--- src/rtl/mod_counter.sv ---
// rtl/mod_counter.sv - parametrised modulo up/down counter with prescaler, terminal count and sticky overflow
//
// Optional feature macro: COUNTER_SAT_EN (defined: saturate at the range ends
// instead of wrapping; tc and ovf behave the same in both builds).
//
// Parameters: WIDTH (count width), MODULUS (count range 0..MODULUS-1),
//             PRESCALE (enabled cycles per count step, >= 1)
// Ports:
//   clk      - clock, rising edge
//   rst      - synchronous active-low reset
//   en       - count enable, gates prescaler and stepping
//   up       - direction, 1 = up, 0 = down
//   load     - synchronous load strobe, wins over stepping, ignores en
//   load_val - value to load, clamped to MODULUS-1
//   clr_ovf  - clears the sticky overflow flag
//   out      - current count
//   tc       - one-cycle pulse in the cycle after a boundary step
//   ovf      - sticky overflow/underflow flag

module mod_counter #(
   parameter int WIDTH    = 4,
   parameter int MODULUS  = 16,
   parameter int PRESCALE = 1
) (
   input  logic             clk,
   input  logic             rst,
   input  logic             en,
   input  logic             up,
   input  logic             load,
   input  logic [WIDTH-1:0] load_val,
   input  logic             clr_ovf,
   output logic [WIDTH-1:0] out,
   output logic             tc,
   output logic             ovf
);

   // Prescaler needs at least one bit even when PRESCALE = 1.
   localparam int PW = (PRESCALE > 1) ? $clog2(PRESCALE) : 1;

   // Top of range held in WIDTH bits so MODULUS = 2^WIDTH compares exactly.
   localparam logic [WIDTH-1:0] MAXV = WIDTH'(MODULUS - 1);
   localparam logic [PW-1:0]    PMAX = PW'(PRESCALE - 1);

   logic [PW-1:0]    presc;
   logic [PW-1:0]    presc_nxt;
   logic [WIDTH-1:0] out_nxt;
   logic [WIDTH-1:0] load_clamped;
   logic             step;
   logic             boundary;

   always_comb begin
      load_clamped = (load_val > MAXV) ? MAXV : load_val;
      step         = en && !load && (presc == PMAX);
      boundary     = step && (up ? (out == MAXV) : (out == '0));

      presc_nxt = presc;
      if (load) begin
         presc_nxt = '0;
      end else if (en) begin
         presc_nxt = (presc == PMAX) ? '0 : presc + 1'b1;
      end

      out_nxt = out;
      if (load) begin
         out_nxt = load_clamped;
      end else if (boundary) begin
`ifdef COUNTER_SAT_EN
         out_nxt = up ? MAXV : '0;
`else
         out_nxt = up ? '0 : MAXV;
`endif
      end else if (step) begin
         out_nxt = up ? out + 1'b1 : out - 1'b1;
      end
   end

   always_ff @(posedge clk) begin
      if (!rst) begin
         out   <= '0;
         presc <= '0;
         tc    <= 1'b0;
         ovf   <= 1'b0;
      end else begin
         out   <= out_nxt;
         presc <= presc_nxt;
         tc    <= boundary;
         // A boundary step on the same edge as clr_ovf keeps the flag set.
         if (boundary) begin
            ovf <= 1'b1;
         end else if (clr_ovf) begin
            ovf <= 1'b0;
         end
      end
   end

endmodule

--- config.mk ---
export PLATFORM = sky130hd
export DESIGN_NAME = mod_counter
export DESIGN_NICKNAME = d
export VERILOG_FILES = /design/src/rtl/mod_counter.sv
export SDC_FILE = /design/constraint.sdc
export NUM_CORES = 1
export LEC_CHECK = 0
export CAP_MARGIN = 20
export CELL_PAD_IN_SITES_DETAIL_PLACEMENT = 0
export CELL_PAD_IN_SITES_GLOBAL_PLACEMENT = 2
export CORE_ASPECT_RATIO = 0.8
export CORE_MARGIN = 5
export CORE_UTILIZATION = 20
export DETAILED_ROUTE_END_ITERATION = 10
export GPL_TIMING_DRIVEN = 0
export PLACE_DENSITY = 0.74
export SLEW_MARGIN = 20
export SYNTH_ARGS = -nofsm -noshare
export SYNTH_HDL_FRONTEND = slang
export SYNTH_SLANG_ARGS = --single-unit
--- constraint.sdc ---
create_clock -name clk -period 1.4 [get_ports clk]
set_clock_uncertainty 0.1 [all_clocks]
set_input_delay 0.14 -clock clk [delete_from_list [all_inputs] [get_ports clk]]
set_output_delay 0.14 -clock clk [all_outputs]
set_load 0.01 [all_outputs]
### Word level (Yosys, flattened, before mapping)

Cells that the tools add are included.

| operators by class | value |
|---|---|
| add/subtract/negate cells | 3 |
| order comparisons | 1 |
| eq/ne operators | 1 |
| multiplexer cells | 10 |
| bitwise logic cells | 2 |
| reduce and logical (&&, ||, !) cells | 8 |

Operators by type and width:

| cell | count |
|---|---|
| $mux W4 | 6 |
| $add A4 B1 Y4 const B | 1 |
| $eq A4 B4 Y1 const B | 1 |
| $gt A4 B4 Y1 const B | 1 |
| $logic_not A4 Y1 | 1 |
| $mux W1 | 4 |
| $sub A4 B1 Y4 const B | 1 |
| $logic_and A1 B1 Y1 | 3 |
| $reduce_bool A3 Y1 | 1 |
| $not A1 Y1 | 2 |
| $reduce_bool A2 Y1 | 1 |
| $reduce_or A2 Y1 | 1 |
| $add A1 B1 Y1 const B | 1 |
| $logic_not A1 Y1 | 1 |

| word-level totals | value |
|---|---|
| register bits | 7 |
| output and inout bits | 6 |

### Depth between registers and ports, before layout

Gate-level depths: netlist of run 1.

| depth | value |
|---|---|
| depth in word-level cells | 6 |
| depth in mapped cells | 6 |
| gate-level depth less buffers | 6 |

### Worst setup path after synthesis of run 1

Ideal clock, no wire load.

| timing | value |
|---|---|
| path kind | flip-flop to flip-flop |
| start point | register out[2] |
| end point | register out[3] |
| setup time | 0.125 ns |
| arrival time | 1.218 ns |
| data required time | 1.175 ns |
| setup slack | -0.044 ns |
| cell stages (with the launch flop) | 6 |
| buffers on the path | 0 |
| clock period less this slack | 1.444 ns |
| path through | dfxtp_1 > ha_1 > a21oi_1 > a21oi_1 > o21ai_0 > a31oi_1 |

| between the ends | value |
|---|---|
| longest elaborated chain between the ends | 5 |

Ends and longest elaborated chain:

| what | RTL line | RTL |
|---|---|---|
| from (decl) | 32 | `output logic [WIDTH-1:0] out,` |
| from (signal assigned) | 84 | `out <= out_nxt;` |
| $sub A4 B1 Y4 (tied with other cells) | 73 | `out_nxt = up ? out + 1'b1 : out - 1'b1;` |
| $mux W4 or $mux W1 (tied branches) | 73, 54 |  |
| $mux W4 or $logic_and A1 B1 Y1 (tied branches) | 72, 54 |  |
| $mux W4 | 66 | `end else if (boundary) begin` |
| $mux W4 | 64 | `if (load) begin` |

Parallel ways exist; a longest one is shown, timed or not. The select of a mux whose other input is x is not followed.
A chain may end at the register's enable or synchronous reset.

### Worst setup path in the final report of run 1

| timing | value |
|---|---|
| start point | register out[0] |
| end point | register out[1] |

Same word-level chain as after synthesis.

==> impl_metrics.env, run 1 <==
export IMPL_synth_top_family_by_area="compound AO/OA/AOI/OAI gates"
export IMPL_synthAdderAreaFrac=0.105
export IMPL_synth_cell_types=25
export IMPL_p_switching_mw=0.154
export IMPL_crit_required_ns=1.47
export IMPL_drv_cap=0
export IMPL_ys_flop_type="dfxtp_1"
export IMPL_drtAntennaViolNets=0
export IMPL_synth_compound_area_share=0.323
export IMPL_synth_edff_count=0
export IMPL_gp_congestion=0.683
export IMPL_fin_nets=87
export IMPL_track_usage=0.0719
export IMPL_numCtsBuffers=3
export IMPL_die_w_um=61.9
export IMPL_drc=0
export IMPL_period_minus_slack_ns=1.39
export IMPL_peakVddDrop_mv=0.384
export IMPL_drt_initial_drc_count=5
export IMPL_cp_start_kind="flop"
export IMPL_clockBufferDepth=2
export IMPL_wl_um=1030
export IMPL_reg2reg_from="out[0]"
export IMPL_synth_mux_area_frac=0
export IMPL_ys_ff_latch=6
export IMPL_wl_per_cell_um=10.6
export IMPL_total_power_mw=0.533
export IMPL_avgSynthCellArea_um2=8.28
export IMPL_outcome="finished clean"
export IMPL_portBuffers=15
export IMPL_dieArea_mm2=0.00319
export IMPL_min_from="up"
export IMPL_maxSlewHeadroom=0.840
export IMPL_use_met2=0.122
export IMPL_final_hold_worst_slack_ns=0.243
export IMPL_fmax_mhz=721
export IMPL_grt_ovfl_total=0
export IMPL_io_pins=16
export IMPL_hold_viol_final=0
export IMPL_h_tree_depth=1
export IMPL_end_kind="flop"
export IMPL_first_pass_iters=4
export IMPL_cts_sinks=6
export IMPL_num_rows=15
export IMPL_antenna_found_initial=0
export IMPL_regArea_um2=128
export IMPL_p_per_area_mw_per_mm2=799
export IMPL_vias=458
export IMPL_syn_area_um2=430
export IMPL_p_clk_frac=0.290
export IMPL_grt_util_met1=0.0811
export IMPL_hold_class="in2reg"
export IMPL_cts_tree="built"
export IMPL_grt_pass1_vias=442
export IMPL_synthXorXnorAreaFrac=0.0407
export IMPL_syn_nets=65
export IMPL_syn_to_final_growth_pct=54.9
export IMPL_grt_pass1_wl_um=1740
export IMPL_cp_arrival_ns=1.46
export IMPL_yosys_area_share_simple=0.227
export IMPL_cp_max_fo=3
export IMPL_cts_root_buf="clkbuf_4"
export IMPL_core_mm2=0.00210
export IMPL_async_reset_ff_frac=0
export IMPL_path_clk_slew_ns=0.04
export IMPL_nFillCells=228
export IMPL_critPathLaunch="out[0]"
export IMPL_antenna_cells=0
export IMPL_p_int_mw=0.379
export IMPL_share_comb_of_total_power=0.326
export IMPL_critPathKind="reg2reg"
export IMPL_static_leakage_power_nw=0.283
export IMPL_rsz0062_at_grt="true"
export IMPL_post_drt_via_cell_ratio=4.72
export IMPL_worst_slew_pin_slew_ns=0.237
export IMPL_switching_share=0.288
export IMPL_seqPwrFrac=0.384
export IMPL_synth_seq_area_share=0.279
export IMPL_die_y_um=51.5
export IMPL_start_util=0.205
export IMPL_grt_busiest_layer="met2"
export IMPL_drive_above_1_share=0.264
export IMPL_min_period_over_period=0.990
export IMPL_grtUsageMet3=0.0372
export IMPL_clock_latency_ns=0.24
export IMPL_grt_max_degree=9
export IMPL_yosys_warnings=0
export IMPL_hold_buffers=0
export IMPL_tns_ns=0
export IMPL_slew_violations=0
export IMPL_multi_input_area_um2=319
export IMPL_post_dp_hpwl_um=862
export IMPL_setup_viol=0
export IMPL_syn_instance_count=52
flip-flops by register name (all words and copies together) (netlist names):
signal / cells
out: 4
ovf: 1
tc: 1
cell families after synthesis:
| logic type | after synthesis |
|---|---|
| AOI/OAI and AO/OA | 21 |
| xor gates and xnor gates | 2 |
| adders and majority gates | 3 |
| buffers and inverters | 3 |
| DFF | 6 |
| and+or+nand+nor | 17 |
Yosys cell counts, types with 2 or more instances:
library cell	n	share of area
o211a_1	2	0.047
nor2_1	2	0.017
a21oi_1	7	0.081
dfxtp_1	6	0.28
inv_1	3	0.026
nand2_1	4	0.035
a21o_2	2	0.041
nor2b_1	3	0.044
o21ai_0	4	0.047
ha_1	2	0.058
xnor2_1	2	0.041
nand3_1	2	0.023
area by class of cell:
cell class | count | area share
well taps | 25 | 0.0469
flip-flops and latches | 6 | 0.191
clock buffers | 3 | 0.0338
repair buffers | 17 | 0.233
multi-input cells | 43 | 0.478
inverters | 3 | 0.0169
final timing paths:
kind / endpoint / slack [ns] / depth (start not counted)
setup / recovery: out[1] / 0.01 / 4
hold / removal: out[3] / 0.24 / 5
setup reg to reg: out[1] / 0.01 / 4
hold reg to reg: ovf / 0.49 / 2
cells in the final DEF, fill, tap and decap left out, drive strengths merged, types with 3 or more instances in the layout:
master and instances:
clkdlybuf4s50 10, a21oi 8, dfxtp 6, nand2 4, dlygate4sd2 4, o21ai 4
clkbuf 4, nor2b 3, inv 3, a21o 3
per-stage QoR:
stage | utilization | cell area (um^2) | worst slack (ns) | instances
5_1_grt | 0.317 | 667 | -0.0418 | 97
3_3_place_gp | 0.293 | 616 | -0.671 | 92
3_5_place_dp | 0.293 | 616 | -0.641 | 92
4_1_cts | 0.316 | 664 | 0.00479 | 97
2_1_floorplan | - | 434 | 0.0236 | 52
6_report | 0.317 | 667 | 0.0134 | 97
power by group through the flow:
| stage | logic [mW] | registers [mW] | clock network [mW] |
|---|---|---|---|
| 6_report | 0.174 | 0.205 | 0.154 |
| 5_1_grt | 0.193 | 0.207 | 0.174 |
| 4_1_cts | 0.169 | 0.205 | 0.160 |
| 3_5_place_dp | 0.159 | 0.211 | 0 |
| 3_3_place_gp | 0.162 | 0.211 | 0 |
| 2_1_floorplan | 0.0860 | 0.210 | 0 |
critical path, cell delays in order (launching register included):
cell and delay [ns]:
dfxtp_4 0.35, fa_1 0.52, a21oi_2 0.03, or2_1 0.22, a21oi_2 0.10
per-layer routing:
metal,wire [um],share of wire
met1,433,0.42
met2,547,0.53
met3,50,0.048
met4,0,0
met5,0,0
repair_timing:
item	in CTS	in global routing
setup buffers	2	0
hold endpoints to repair	0	0
resized for setup	10	4
setup endpoints to repair	7	3
No activity file was read; power rests on OpenSTA's default activity.
==> run 2: changes to the inputs <==
--- a/config.mk
+++ b/config.mk
@@ -9,7 +9,7 @@
 export CELL_PAD_IN_SITES_DETAIL_PLACEMENT = 0
 export CELL_PAD_IN_SITES_GLOBAL_PLACEMENT = 2
 export CORE_ASPECT_RATIO = 0.8
-export CORE_MARGIN = 5
+export CORE_MARGIN = 2
 export CORE_UTILIZATION = 20
 export DETAILED_ROUTE_END_ITERATION = 10
 export GPL_TIMING_DRIVEN = 0
==> run 2 against run 1 <==
The run now ends with negative setup slack left. Sequential power barely moved. Clock power increased by 3%. Total power increased by 3.1%. Hold slack gained 0.090 ns. Flip-flop and latch count unchanged. Register-to-register slack got worse by 0.02 ns. Utilization grew 3.2 points. Clock-buffer cell count stayed put. Wire length increased by 23%. Final area increased by 2.8%. Critical endpoint is now out[3]. Largest cell class unchanged.
==> impl_metrics.env, run 2 (same netlist as run 1, synthesis figures left out) <==
export IMPL_outcome="finished with violations"
export IMPL_violations="negative setup slack"
export IMPL_dieArea_mm2=0.00254
export IMPL_gp_congestion=0.689
export IMPL_h_tree_depth=1
export IMPL_hold_end="out[3]"
export IMPL_pre_cts_ws_ns=-0.687
export IMPL_maxSlewHeadroom=0.833
export IMPL_cts_sinks=6
export IMPL_grt_ovfl_total=0
export IMPL_num_rows=14
export IMPL_drv_cap=0
export IMPL_largest_reg_flops=4
export IMPL_grt_max_degree=9
export IMPL_end_kind="flop"
export IMPL_hold_depth=5
export IMPL_fin_nets=87
export IMPL_regToRegEndpoint="out[3]"
export IMPL_cp_start_kind="flop"
export IMPL_layout_common_cells="clkdlybuf4s50_1, a21oi_1, nand2_1"
export IMPL_cts_root_buf="clkbuf_4"
export IMPL_numCtsBuffers=3
export IMPL_fin_area_um2=686
export IMPL_post_drt_via_cell_ratio=4.78
export IMPL_p_clk_frac=0.289
export IMPL_clockBufferDepth=2
export IMPL_final_cells=96
export IMPL_wl_um=1270
export IMPL_reg2reg_slack_ns=-0.006
export IMPL_crit_path_cell_trace="ha_1, a21o_2, nand4_1, o211a_1, a31oi_1"
export IMPL_hold_class="in2reg"
export IMPL_dr_wl_met3_um=82
export IMPL_peakVddDrop_mv=0.394
export IMPL_static_leakage_power_nw=0.294
export IMPL_p_int_mw=0.383
export IMPL_total_power_mw=0.549
export IMPL_met1_length_um=650
export IMPL_switching_share=0.302
export IMPL_grt_pass1_vias=419
export IMPL_critPathBufInv=0
export IMPL_rsz0062_at_grt="true"
export IMPL_antenna_cells=0
export IMPL_drc=0
export IMPL_placed_area_um2=614
export IMPL_fin_ws_ns=-0.00553
export IMPL_critPathMaxStageDelay_ns=0.35
export IMPL_share_comb_of_total_power=0.341
export IMPL_period_minus_slack_ns=1.41
export IMPL_drt_initial_drc_count=1
export IMPL_die_y_um=45.5
export IMPL_path_clk_slew_ns=0.04
export IMPL_cp_arrival_ns=1.43
export IMPL_drive_above_1_share=0.292
export IMPL_layout_commonest_cell="clkdlybuf4s50_1"
export IMPL_wl_met2_um=539
export IMPL_wl_per_cell_um=13.3
export IMPL_drtAntennaViolNets=0
export IMPL_io_pins=16
export IMPL_reg2reg_from="out[1]"
export IMPL_start_util=0.219
export IMPL_cts_tree="built"
export IMPL_regMostFlops="out"
export IMPL_portBuffers=15
export IMPL_placed_cells=91
export IMPL_setup_viol=2
export IMPL_final_hold_worst_slack_ns=0.333
export IMPL_crit_required_ns=1.43
export IMPL_die_w_um=55.9
export IMPL_largest_registers="out: 4 flops, ovf: 1 flops, tc: 1 flops"
export IMPL_reg2reg_depth=5
export IMPL_slew_violations=0
export IMPL_highest_layer="met3"
export IMPL_seqPwrFrac=0.370
export IMPL_antenna_found_initial=0
export IMPL_p_switching_mw=0.166
export IMPL_grt_pass1_wl_um=2010
export IMPL_fmax_mhz=711
export IMPL_cp_max_fo=4
export IMPL_cp_slowest_cell="dfxtp_4"
export IMPL_track_usage=0.106
export IMPL_core_mm2=0.00196
export IMPL_critPathKind="reg2reg"
export IMPL_syn_to_final_growth_pct=59.3
export IMPL_crit_family="compound AO/OA/AOI/OAI gates"
export IMPL_p_per_area_mw_per_mm2=801
export IMPL_worst_slew_pin_slew_ns=0.249
export IMPL_min_from="up"
export IMPL_clock_latency_ns=0.24
export IMPL_post_dp_hpwl_um=924
export IMPL_min_period_over_period=1.00
export IMPL_vias=459
export IMPL_hold_viol_final=0
export IMPL_first_pass_iters=4
run 2: what timing repair did:
| item | 4_1_cts | 5_1_grt |
|---|---|---|
| buffers inserted | 2 | 0 |
| gates resized for setup | 14 | 3 |
| setup endpoints to repair | 7 | 3 |
| hold buffers | 0 | 0 |
| gates cloned | 0 | 0 |
run 2: power groups by stage:
stage	clock, mW	combinational (mW)	sequential [mW]
floorplan	0	0.0860	0.210
global placement	0	0.160	0.211
detailed placement	0	0.161	0.211
CTS	0.162	0.179	0.204
global route	0.173	0.203	0.207
finish	0.159	0.188	0.203
run 2: cell type report:
cell class                      instances  area, um^2
Fill cell                             228        1280
Multi-Input combinational cell         43         327
Timing Repair Buffer                   17         165
Sequential cell                         6         130
Tap cell                               24        30.0
Clock buffer                            3        22.5
Inverter                                3        11.3
run 2: per-stage QoR:
stage / util / setup TNS, ns
after floorplan: - / 0
after global placement: 0.313 / -1.98
after detailed placement: 0.313 / -1.91
after CTS: 0.344 / -0.00839
after global routing: 0.349 / -0.0905
final: 0.349 / -0.00771
run 2: worst max-delay path by stage:
stage,from,endpoint,slack (ns),cells after the start
6_report,out[1],out[3],-0.006,5
5_1_grt,out[1],out[3],-0.05,5
4_1_cts,out[1],out[1],-0.008,4
3_5_place_dp,up,out[3],-0.69,7
3_3_place_gp,up,out[3],-0.67,7
2_1_floorplan,out[2],out[3],0.02,5
run 2: layer usage:
layer	vias to the layer above	global-route usage
met1	213	0.148
li1	233	-
met2	13	0.148
met3	0	0.0540
met5	-	0
met4	0	0.0143
run 2: worst min-delay path, cell delays in order:
cell and delay (ns):
clkdlybuf4s15_2 0.23, nand2_1 0.08, a21oi_1 0.04, nand3_1 0.07, a31oi_1 0.07
==> run 3: changes to the inputs <==
--- a/config.mk
+++ b/config.mk
@@ -11,6 +11,7 @@
 export CORE_ASPECT_RATIO = 0.8
 export CORE_MARGIN = 2
 export CORE_UTILIZATION = 20
+export CTS_BUF_LIST = sky130_fd_sc_hd__clkbuf_16
 export DETAILED_ROUTE_END_ITERATION = 10
 export GPL_TIMING_DRIVEN = 0
 export PLACE_DENSITY = 0.74
==> run 3 against run 2 <==
The run still ends with negative setup slack left. Clock-buffer cell count is the same. Hold slack improved by 0.018 ns. Final area increased by 9.3%. Critical path depth fell by 1. Die area unchanged. Utilization is 3.3 points higher. Wire length down 2.2%. Combinational power shrank 2%. First-iteration DRC count rose to 4.0 times the previous value. Clock power increased to 2.8 times the previous value. Largest cell class unchanged. Largest power group is now the clock network.
==> impl_metrics.env, run 3 (same netlist as run 1, synthesis figures left out) <==
export IMPL_outcome="finished with violations"
export IMPL_violations="negative setup slack"
export IMPL_end_kind="flop"
export IMPL_num_rows=14
export IMPL_maxSlewHeadroom=0.853
export IMPL_total_power_mw=0.843
export IMPL_regArea_um2=133
export IMPL_crit_required_ns=1.44
export IMPL_clockBufferDepth=2
export IMPL_peakVddDrop_mv=0.972
export IMPL_grt_pass1_wl_um=1960
export IMPL_grt_pass1_vias=411
export IMPL_hold_class="in2reg"
export IMPL_core_mm2=0.00196
export IMPL_nFillCells=220
export IMPL_drv_cap=0
export IMPL_largest_registers="out: 4 flops, ovf: 1 flops, tc: 1 flops"
export IMPL_met1_length_um=627
export IMPL_setup_viol=1
export IMPL_path_clk_slew_ns=0.03
export IMPL_wl_um=1240
export IMPL_regMostFlops="out"
export IMPL_drtAntennaViolNets=0
export IMPL_fmax_mhz=710
export IMPL_antenna_cells=0
export IMPL_slew_violations=0
export IMPL_fin_area_um2=749
export IMPL_post_drt_via_cell_ratio=4.75
export IMPL_cp_start_kind="flop"
export IMPL_cts_tree="built"
export IMPL_p_int_mw=0.652
export IMPL_hold_buffers=0
export IMPL_placed_area_um2=614
export IMPL_multi_input_area_um2=339
export IMPL_wl_per_cell_um=13.0
export IMPL_worst_slew_pin_slew_ns=0.220
export IMPL_wl_met2_um=536
export IMPL_fin_ws_ns=-0.00790
export IMPL_cp_arrival_ns=1.45
export IMPL_hold_viol_final=0
export IMPL_cts_root_buf="clkbuf_16"
export IMPL_die_y_um=45.5
export IMPL_seqPwrFrac=0.245
export IMPL_largest_reg_flops=4
export IMPL_dr_wl_met3_um=80
export IMPL_io_pins=16
export IMPL_start_util=0.219
export IMPL_clock_latency_ns=0.23
export IMPL_layout_common_cells="clkdlybuf4s50_1, a21oi_1, nand2_1, dlygate4sd2_1"
export IMPL_tns_ns=-0.00790
export IMPL_p_clk_frac=0.537
export IMPL_dieArea_mm2=0.00254
export IMPL_syn_to_final_growth_pct=74.1
export IMPL_share_comb_of_total_power=0.218
export IMPL_drt_initial_drc_count=4
export IMPL_post_dp_hpwl_um=924
export IMPL_min_period_over_period=1.01
export IMPL_gp_congestion=0.689
export IMPL_antenna_found_initial=0
export IMPL_track_usage=0.106
export IMPL_numCtsBuffers=3
export IMPL_portBuffers=15
export IMPL_highest_layer="met3"
export IMPL_grt_ovfl_total=0
export IMPL_vias=456
export IMPL_p_per_area_mw_per_mm2=1120
export IMPL_static_leakage_power_nw=0.308
export IMPL_first_pass_iters=3
export IMPL_cts_sinks=6
export IMPL_critPathKind="reg2reg"
export IMPL_p_switching_mw=0.191
export IMPL_period_minus_slack_ns=1.41
export IMPL_grt_max_degree=9
export IMPL_cp_max_fo=3
export IMPL_h_tree_depth=1
export IMPL_fin_nets=87
export IMPL_drive_above_1_share=0.292
export IMPL_drc=0
export IMPL_switching_share=0.226
export IMPL_layout_commonest_cell="clkdlybuf4s50_1"
export IMPL_die_w_um=55.9
export IMPL_rsz0062_at_grt="true"
run 3: through the flow:
stage | worst slack [ns] | instances | util | hold WS [ns]
global route | -0.0548 | 96 | 0.382 | 0.405
finish | -0.00790 | 96 | 0.382 | 0.351
detailed placement | -0.687 | 91 | 0.313 | 0.478
global placement | -0.673 | 91 | 0.313 | 0.471
CTS | -0.0000697 | 96 | 0.367 | 0.359
floorplan | 0.0236 | 52 | - | 0.158
run 3: cell type report:
cell class                 count  area share
multi-input combinational     43       0.452
timing repair buffer          17       0.215
sequential                     6       0.177
clock buffer                   3       0.100
tap                           24      0.0401
inverter                       3      0.0150
run 3: path summary, 6_finish.rpt:
path               start  slack, ns  depth (start not counted)      to
setup / recovery  out[0]     -0.008                          4  out[2]
hold / removal        up       0.35                          5  out[3]
setup reg to reg  out[0]     -0.008                          4  out[2]
hold reg to reg      ovf       0.49                          2     ovf
run 3: power groups by stage:
stage / registers [mW] / logic [mW] / clock network [mW]
after floorplan: 0.210 / 0.0860 / 0
after global placement: 0.211 / 0.160 / 0
after detailed placement: 0.211 / 0.161 / 0
after CTS: 0.206 / 0.174 / 0.459
after global routing: 0.210 / 0.202 / 0.469
final: 0.207 / 0.184 / 0.453
run 3: repair_timing:
| item | 4_1_cts | 5_1_grt |
|---|---|---|
| endpoints found under the setup margin | 6 | 3 |
| resized for setup | 13 | 5 |
| buffers inserted | 2 | 0 |
| pin swaps | 0 | 0 |
run 3: layer usage:
metal	GRT usage	vias to the layer above
met2	0.152	11
met1	0.141	214
li1	-	231
met4	0.0286	0
met5	0	-
met3	0.0540	0
run 3: worst max-delay path, stage by stage (launching register included):
cell and delay [ns]:
dfxtp_4 0.35, fa_1 0.40, xnor2_1 0.15, a21o_2 0.21
a21oi_1 0.12
